`src/rtl/perf_counter_reader.sv`:
```
// perf_counter_reader
//   On a snapshot request, latches the whole performance counter set in one
//   cycle. The cycle counter (word 0) has the measurement overhead removed.
//   The block then streams the words in fixed order over a valid/ready
//   interface, each tagged with its index. An optional XOR checksum word
//   closes the frame.
//
// Ports
//   clk         clock, all state on rising edge
//   rst         asynchronous active-low reset
//   cnt_in      live counters, word k at [k*CNT_W +: CNT_W]
//   snap_req    snapshot request, sampled every cycle
//   out_valid   out_data/out_idx/out_last are valid
//   out_ready   consumer accepts the current word
//   out_data    current word
//   out_idx     index of current word (checksum uses index NUM_CNT)
//   out_last    current word ends the frame
//   busy        a frame is being streamed
//   drop_count  saturating count of requests ignored while busy
module perf_counter_reader #(
  parameter int NUM_CNT       = 9,
  parameter int CNT_W         = 32,
  parameter int CYCLE_ADJ     = 10,
  parameter int EMIT_CHECKSUM = 1
) (
  input  logic                     clk,
  input  logic                     rst,
  input  logic [NUM_CNT*CNT_W-1:0] cnt_in,
  input  logic                     snap_req,
  output logic                     out_valid,
  input  logic                     out_ready,
  output logic [CNT_W-1:0]         out_data,
  output logic [3:0]               out_idx,
  output logic                     out_last,
  output logic                     busy,
  output logic [7:0]               drop_count
);

  localparam logic [3:0]       LAST_IDX = 4'(NUM_CNT - 1 + EMIT_CHECKSUM);
  localparam logic [CNT_W-1:0] ADJ      = CNT_W'(CYCLE_ADJ);

  typedef enum logic {IDLE, STREAM} state_t;

  state_t           state;
  logic [CNT_W-1:0] shadow [NUM_CNT];
  logic [CNT_W-1:0] cks_q;

  logic [CNT_W-1:0] adj [NUM_CNT];
  logic [CNT_W-1:0] cks;
  logic [3:0]       next_idx;
  logic [CNT_W-1:0] next_data;

  // Adjusted view of the live counters and its checksum, consumed only on
  // the latch edge. The guard keeps word 0 from wrapping below zero.
  always_comb begin
    // NOTE: every combinational output gets a default before any branch, so
    // no path leaves a value unassigned and no latch is inferred.
    cks = '0;
    for (int k = 0; k < NUM_CNT; k++) begin
      adj[k] = cnt_in[k*CNT_W +: CNT_W];
      if (k == 0 && adj[k] > ADJ) adj[k] = adj[k] - ADJ;
      cks = cks ^ adj[k];
    end
  end

  // Word that follows the current one; index NUM_CNT selects the checksum.
  always_comb begin
    next_idx  = out_idx + 4'd1;
    next_data = cks_q;
    for (int k = 0; k < NUM_CNT; k++) begin
      if (4'(k) == next_idx) next_data = shadow[k];
    end
  end

  // NOTE: sequential state uses non-blocking assignments only, so every
  // register samples pre-edge values regardless of statement order.
  always_ff @(posedge clk or negedge rst) begin
    if (!rst) begin
      state      <= IDLE;
      out_valid  <= 1'b0;
      out_last   <= 1'b0;
      out_idx    <= '0;
      out_data   <= '0;
      busy       <= 1'b0;
      drop_count <= '0;
      cks_q      <= '0;
      // NOTE: the shadow bank is small and must read as zero after reset, so
      // it is reset explicitly rather than left to power-up contents.
      for (int k = 0; k < NUM_CNT; k++) shadow[k] <= '0;
    end else begin
      // Requests during any streaming cycle, including the final transfer,
      // are dropped and counted.
      if (state == STREAM && snap_req && drop_count != 8'hFF)
        drop_count <= drop_count + 8'd1;

      case (state)
        IDLE: begin
          if (snap_req) begin
            for (int k = 0; k < NUM_CNT; k++) shadow[k] <= adj[k];
            cks_q     <= cks;
            out_data  <= adj[0];
            out_idx   <= '0;
            out_last  <= (LAST_IDX == 4'd0);
            out_valid <= 1'b1;
            busy      <= 1'b1;
            state     <= STREAM;
          end
        end
        STREAM: begin
          if (out_ready) begin
            if (out_last) begin
              out_valid <= 1'b0;
              out_last  <= 1'b0;
              busy      <= 1'b0;
              state     <= IDLE;
            end else begin
              out_idx  <= next_idx;
              out_data <= next_data;
              out_last <= (next_idx == LAST_IDX);
            end
          end
        end
        default: state <= IDLE;
      endcase
    end
  end

endmodule

```
`config.mk`:
```
export PLATFORM = sky130hd
export DESIGN_NAME = perf_counter_reader
export DESIGN_NICKNAME = d
export VERILOG_FILES = /design/src/rtl/perf_counter_reader.sv
export SDC_FILE = /design/constraint.sdc
export NUM_CORES = 1
export LEC_CHECK = 0
export ABC_AREA = 1
export ABC_CLOCK_PERIOD_IN_PS = 2760
export CAP_MARGIN = 0
export CORE_ASPECT_RATIO = 0.6
export CORE_MARGIN = 1
export CORE_UTILIZATION = 55
export CTS_CLUSTER_DIAMETER = 100
export DETAILED_ROUTE_END_ITERATION = 12
export PLACE_DENSITY_LB_ADDON = 0.2
export SYNTH_ARGS = -nofsm -noshare
export SYNTH_HDL_FRONTEND = slang
export SYNTH_SLANG_ARGS = --single-unit
```
`constraint.sdc`:
```
create_clock -name clk -period 2.76 [get_ports clk]
set_clock_uncertainty 0.1 [all_clocks]
set_input_delay 0.414 -clock clk [delete_from_list [all_inputs] [get_ports clk]]
set_output_delay 0.414 -clock clk [all_outputs]
set_load 0.005 [all_outputs]
```
==> flow_summary.json <==
{
  "p_leak_nw": 14.02,
  "irDropWorstVdd_uv": 727.8,
  "worstSkewPairLatency_ns": 0.55,
  "violations": "setup timing",
  "post-route-period-util_pct": 101.4,
  "grtUsageTotal_pct": 45.24,
  "diodes": 0,
  "cp_cell_sequence": "ha_2, buf_6, nand2_4, buf_6, clkinv_4, nand3_4, buf_12, buf_8, o211ai_1, nand3_1, nand3_1, nand2_1, nand2_1, nand2_2, nand2_1, nand2_1, nand2_1, nand2_2, nand2_2, nand2_1",
  "max_slew_margin_pct": 46.87,
  "tightest_slew_ns": 0.7970,
  "drtIter0Drc": 3500,
  "critPathCaptureType": "flip-flop",
  "fmax_mhz": 357.4,
  "crit_path_max_incr_delay_ns": 0.36,
  "drtPass1Iterations": 6,
  "gp_congestion": 1.101,
  "htree_levels": 2,
  "setup_slack_ns": -0.03793,
  "p_int_mw": 17.51,
  "p_per_area_nw_per_um2": 1136,
  "status": "finished, violations left",
  "crit_top_cell": "nand2_1",
  "dieArea_um2": 39270,
  "ys_warn_count": 0,
  "synthTopCellsByArea": "dfrtp_1 43%, nand2_1 19%, o21ai_0 7.6%",
  "post-route-util_pct": 76.47,
  "ant_nets": 0,
  "final-setup-viol-count": 3,
  "min_path_type": "in -> async",
  "ys_seq_area_share_pct": 43.42,
  "synth.cell_area_um2": 21150,
  "avgSynthCellArea_um2": 7.286,
  "tns_ns": -0.08231,
  "period_needed_ns": 2.798,
  "critical_path_class": "reg -> reg",
  "combPwrFrac_pct": 55.8,
  "synth_cells": 2903,
  "gr-total-overflow": 0,
  "synth_edf_count": 0,
  "die_y_um": 153.9,
  "seqPwrFrac_pct": 28.3,
  "slew_violations": 0,
  "dr_total_vias": 22220,
  "drt_wl_total_um": 90340,
  "syn_to_final_growth_pct": 36.59,
  "die_x_um": 255.2,
  "grt_max_degree": 188,
  "yosysMostFrequentCell": "nand2_1",
  "post_drt_via_cell_ratio": 5.630,
  "design.portCount": 339,
  "cts.path.max_buffers": 3,
  "async_reset_ff_share_pct": 100.0,
  "synth_fp_nets": 3201,
  "synth_cell_type_count": 45,
  "crit_fanout": 8,
  "timing.critical_path.from_type": "flip-flop",
  "rows": 55,
  "slowest_stage": "dfrtp_1",
  "total_power_mw": 32.82,
  "grt_pass1_wl_um": 128600,
  "start_util_pct": 55.98,
  "synth_top_area_share_pct": 43.42,
  "grt_pass1_vias": 20720,
  "ys_seq_elements": 367,
  "cts_buffers": 37,
  "cts_tree": "yes",
  "swShare_pct": 46.65,
  "antenna_found_initial": 0,
  "drc": 0,
  "synth_common_cells": "1,072 x nand2_1, 367 x dfrtp_1, 338 x inv_1, 322 x o21ai_0, 178 x xnor2_1",
  "clkPwrFrac_pct": 15.9,
  "required_ns": 3.11,
  "n_fill_cell": 2674,
  "synth_flop_cell": "dfrtp_1",
  "drive_above_1_share_pct": 14.30,
  "fin_nets": 3709,
  "clkTransAtPathRegs_ns": 0.07,
  "maxCapViolations": 0,
  "clkSinkCount": 367,
  "dp.final_hpwl_um": 66880,
  "switching_power_mw": 15.31,
  "finalHoldViolCount": 0,
  "arrival_ns": 3.15,
  "fp.coreArea_um2": 37780,
  "clockRootBuffer": "clkbuf_16",
  "place.port_buffers": 338,
  "yosysTopAreaCell": "dfrtp_1",
  "drt-wirelength-per-cell_um": 22.89,
  "rsz0062_at_grt": "true"
}
power groups by stage:
stage	logic (mW)	clock network [mW]	registers (mW)
after floorplan	8.15	0	8.89
after global placement	15.2	0	9.13
after detailed placement	15.5	0	9.23
after CTS	16.2	5.20	9.18
after global routing	19.4	5.42	9.48
final	18.3	5.23	9.28
final cells by class:
| class | count | area, µm² | share of cell area [%] |
|---|---|---|---|
| clock buffers | 55 | 1105 | 3.824 |
| clock inverters | 7 | 106.4 | 0.3681 |
| inverters | 351 | 1359 | 4.704 |
| multi-input cells | 2046 | 10540 | 36.49 |
| flip-flops and latches | 367 | 9184 | 31.79 |
| well taps | 513 | 641.9 | 2.222 |
| repair buffers | 608 | 5951 | 20.60 |
critical path: cells and delay by family (launching register included):
family / cells / cell delay (ns)
flops: 1 / 0.36
fa+ha+maj: 1 / 0.19
simple gates: 13 / 1.16
compound gates: 1 / 0.26
buf+inv: 5 / 0.61
state kept, by name, indices dropped and copies added, names as in the netlist:
register / cells
shadow: 288
cks_q: 32
out_last: 1
out_idx: 4
drop_count: 8
busy: 1
out_data: 32
state: 1
stage by stage:
stage | worst slack (ns) | cells | hold slack [ns] | cell area (µm²)
4_1_cts | -0.006681 | 3928 | 0.3429 | 28180
2_1_floorplan | 0.4733 | 2903 | 0.01841 | 21150
5_1_grt | -0.07976 | 3947 | 0.3636 | 28890
6_report | -0.03793 | 3947 | 0.3374 | 28890
3_3_place_gp | -0.3795 | 3860 | 0.3475 | 26740
3_5_place_dp | -0.4163 | 3860 | 0.3509 | 26740
cell families after synthesis:
group | share of synthesized area, %
XOR/XNOR | 11.09
buffers and inverters | 9.122
adder cells (fa/ha/maj) | 0.3549
AO/OA/AOI/OAI | 9.365
flip-flops | 43.42
AND/OR/NAND/NOR | 26.54
multiplexers | 0.1065
routing by layer:
| layer | global-route usage [%] | vias to the layer above | routed length [µm] | part of all wire [%] |
|---|---|---|---|---|
| li1 | - | 9911 | - | - |
| met1 | 66.07 | 10510 | 36490 | 40 |
| met2 | 60.53 | 1600 | 35810 | 40 |
| met3 | 16.30 | 198 | 14210 | 16 |
| met4 | 17.28 | 0 | 3826 | 4.2 |
| met5 | 0 | - | 0 | 0 |
worst paths after layout:
check | from | endpoint | slack [ns] | cells after the start
worst max-delay path | out_idx[1] | out_data[0] | -0.04 | 20
max in group asynchronous | rst | shadow[259] | 1.34 | 3
min in group clk | cnt_in[279] | shadow[23] | 0.35 | 3
worst min-delay path | rst | shadow[146] | 0.34 | 2
worst max register to register | out_idx[1] | out_data[0] | -0.04 | 20
worst min register to register | shadow[118] | shadow[118] | 0.37 | 2
timing repair:
| item | 4_1_cts | 5_1_grt |
|---|---|---|
| cloned | 1 | 7 |
| hold endpoints to repair | 67 | 0 |
| setup buffers | 4 | 12 |
| pin swaps | 5 | 46 |
| gates resized for setup | 47 | 143 |
| endpoints found under the setup margin | 29 | 39 |
| hold buffers | 1 | 0 |
placed cells by master, fill, tap and decap left out, types with 60 or more instances in the layout:
| master | count |
|---|---|
| buf_4 | 219 |
| clkdlybuf4s50_1 | 337 |
| dfrtp_1 | 367 |
| inv_1 | 335 |
| nand2_1 | 1002 |
| nand2_2 | 60 |
| nand3_1 | 122 |
| nor2_1 | 100 |
| o21ai_0 | 306 |
| xnor2_1 | 178 |
| xor2_1 | 87 |
(Power assumes the default switching activity.)
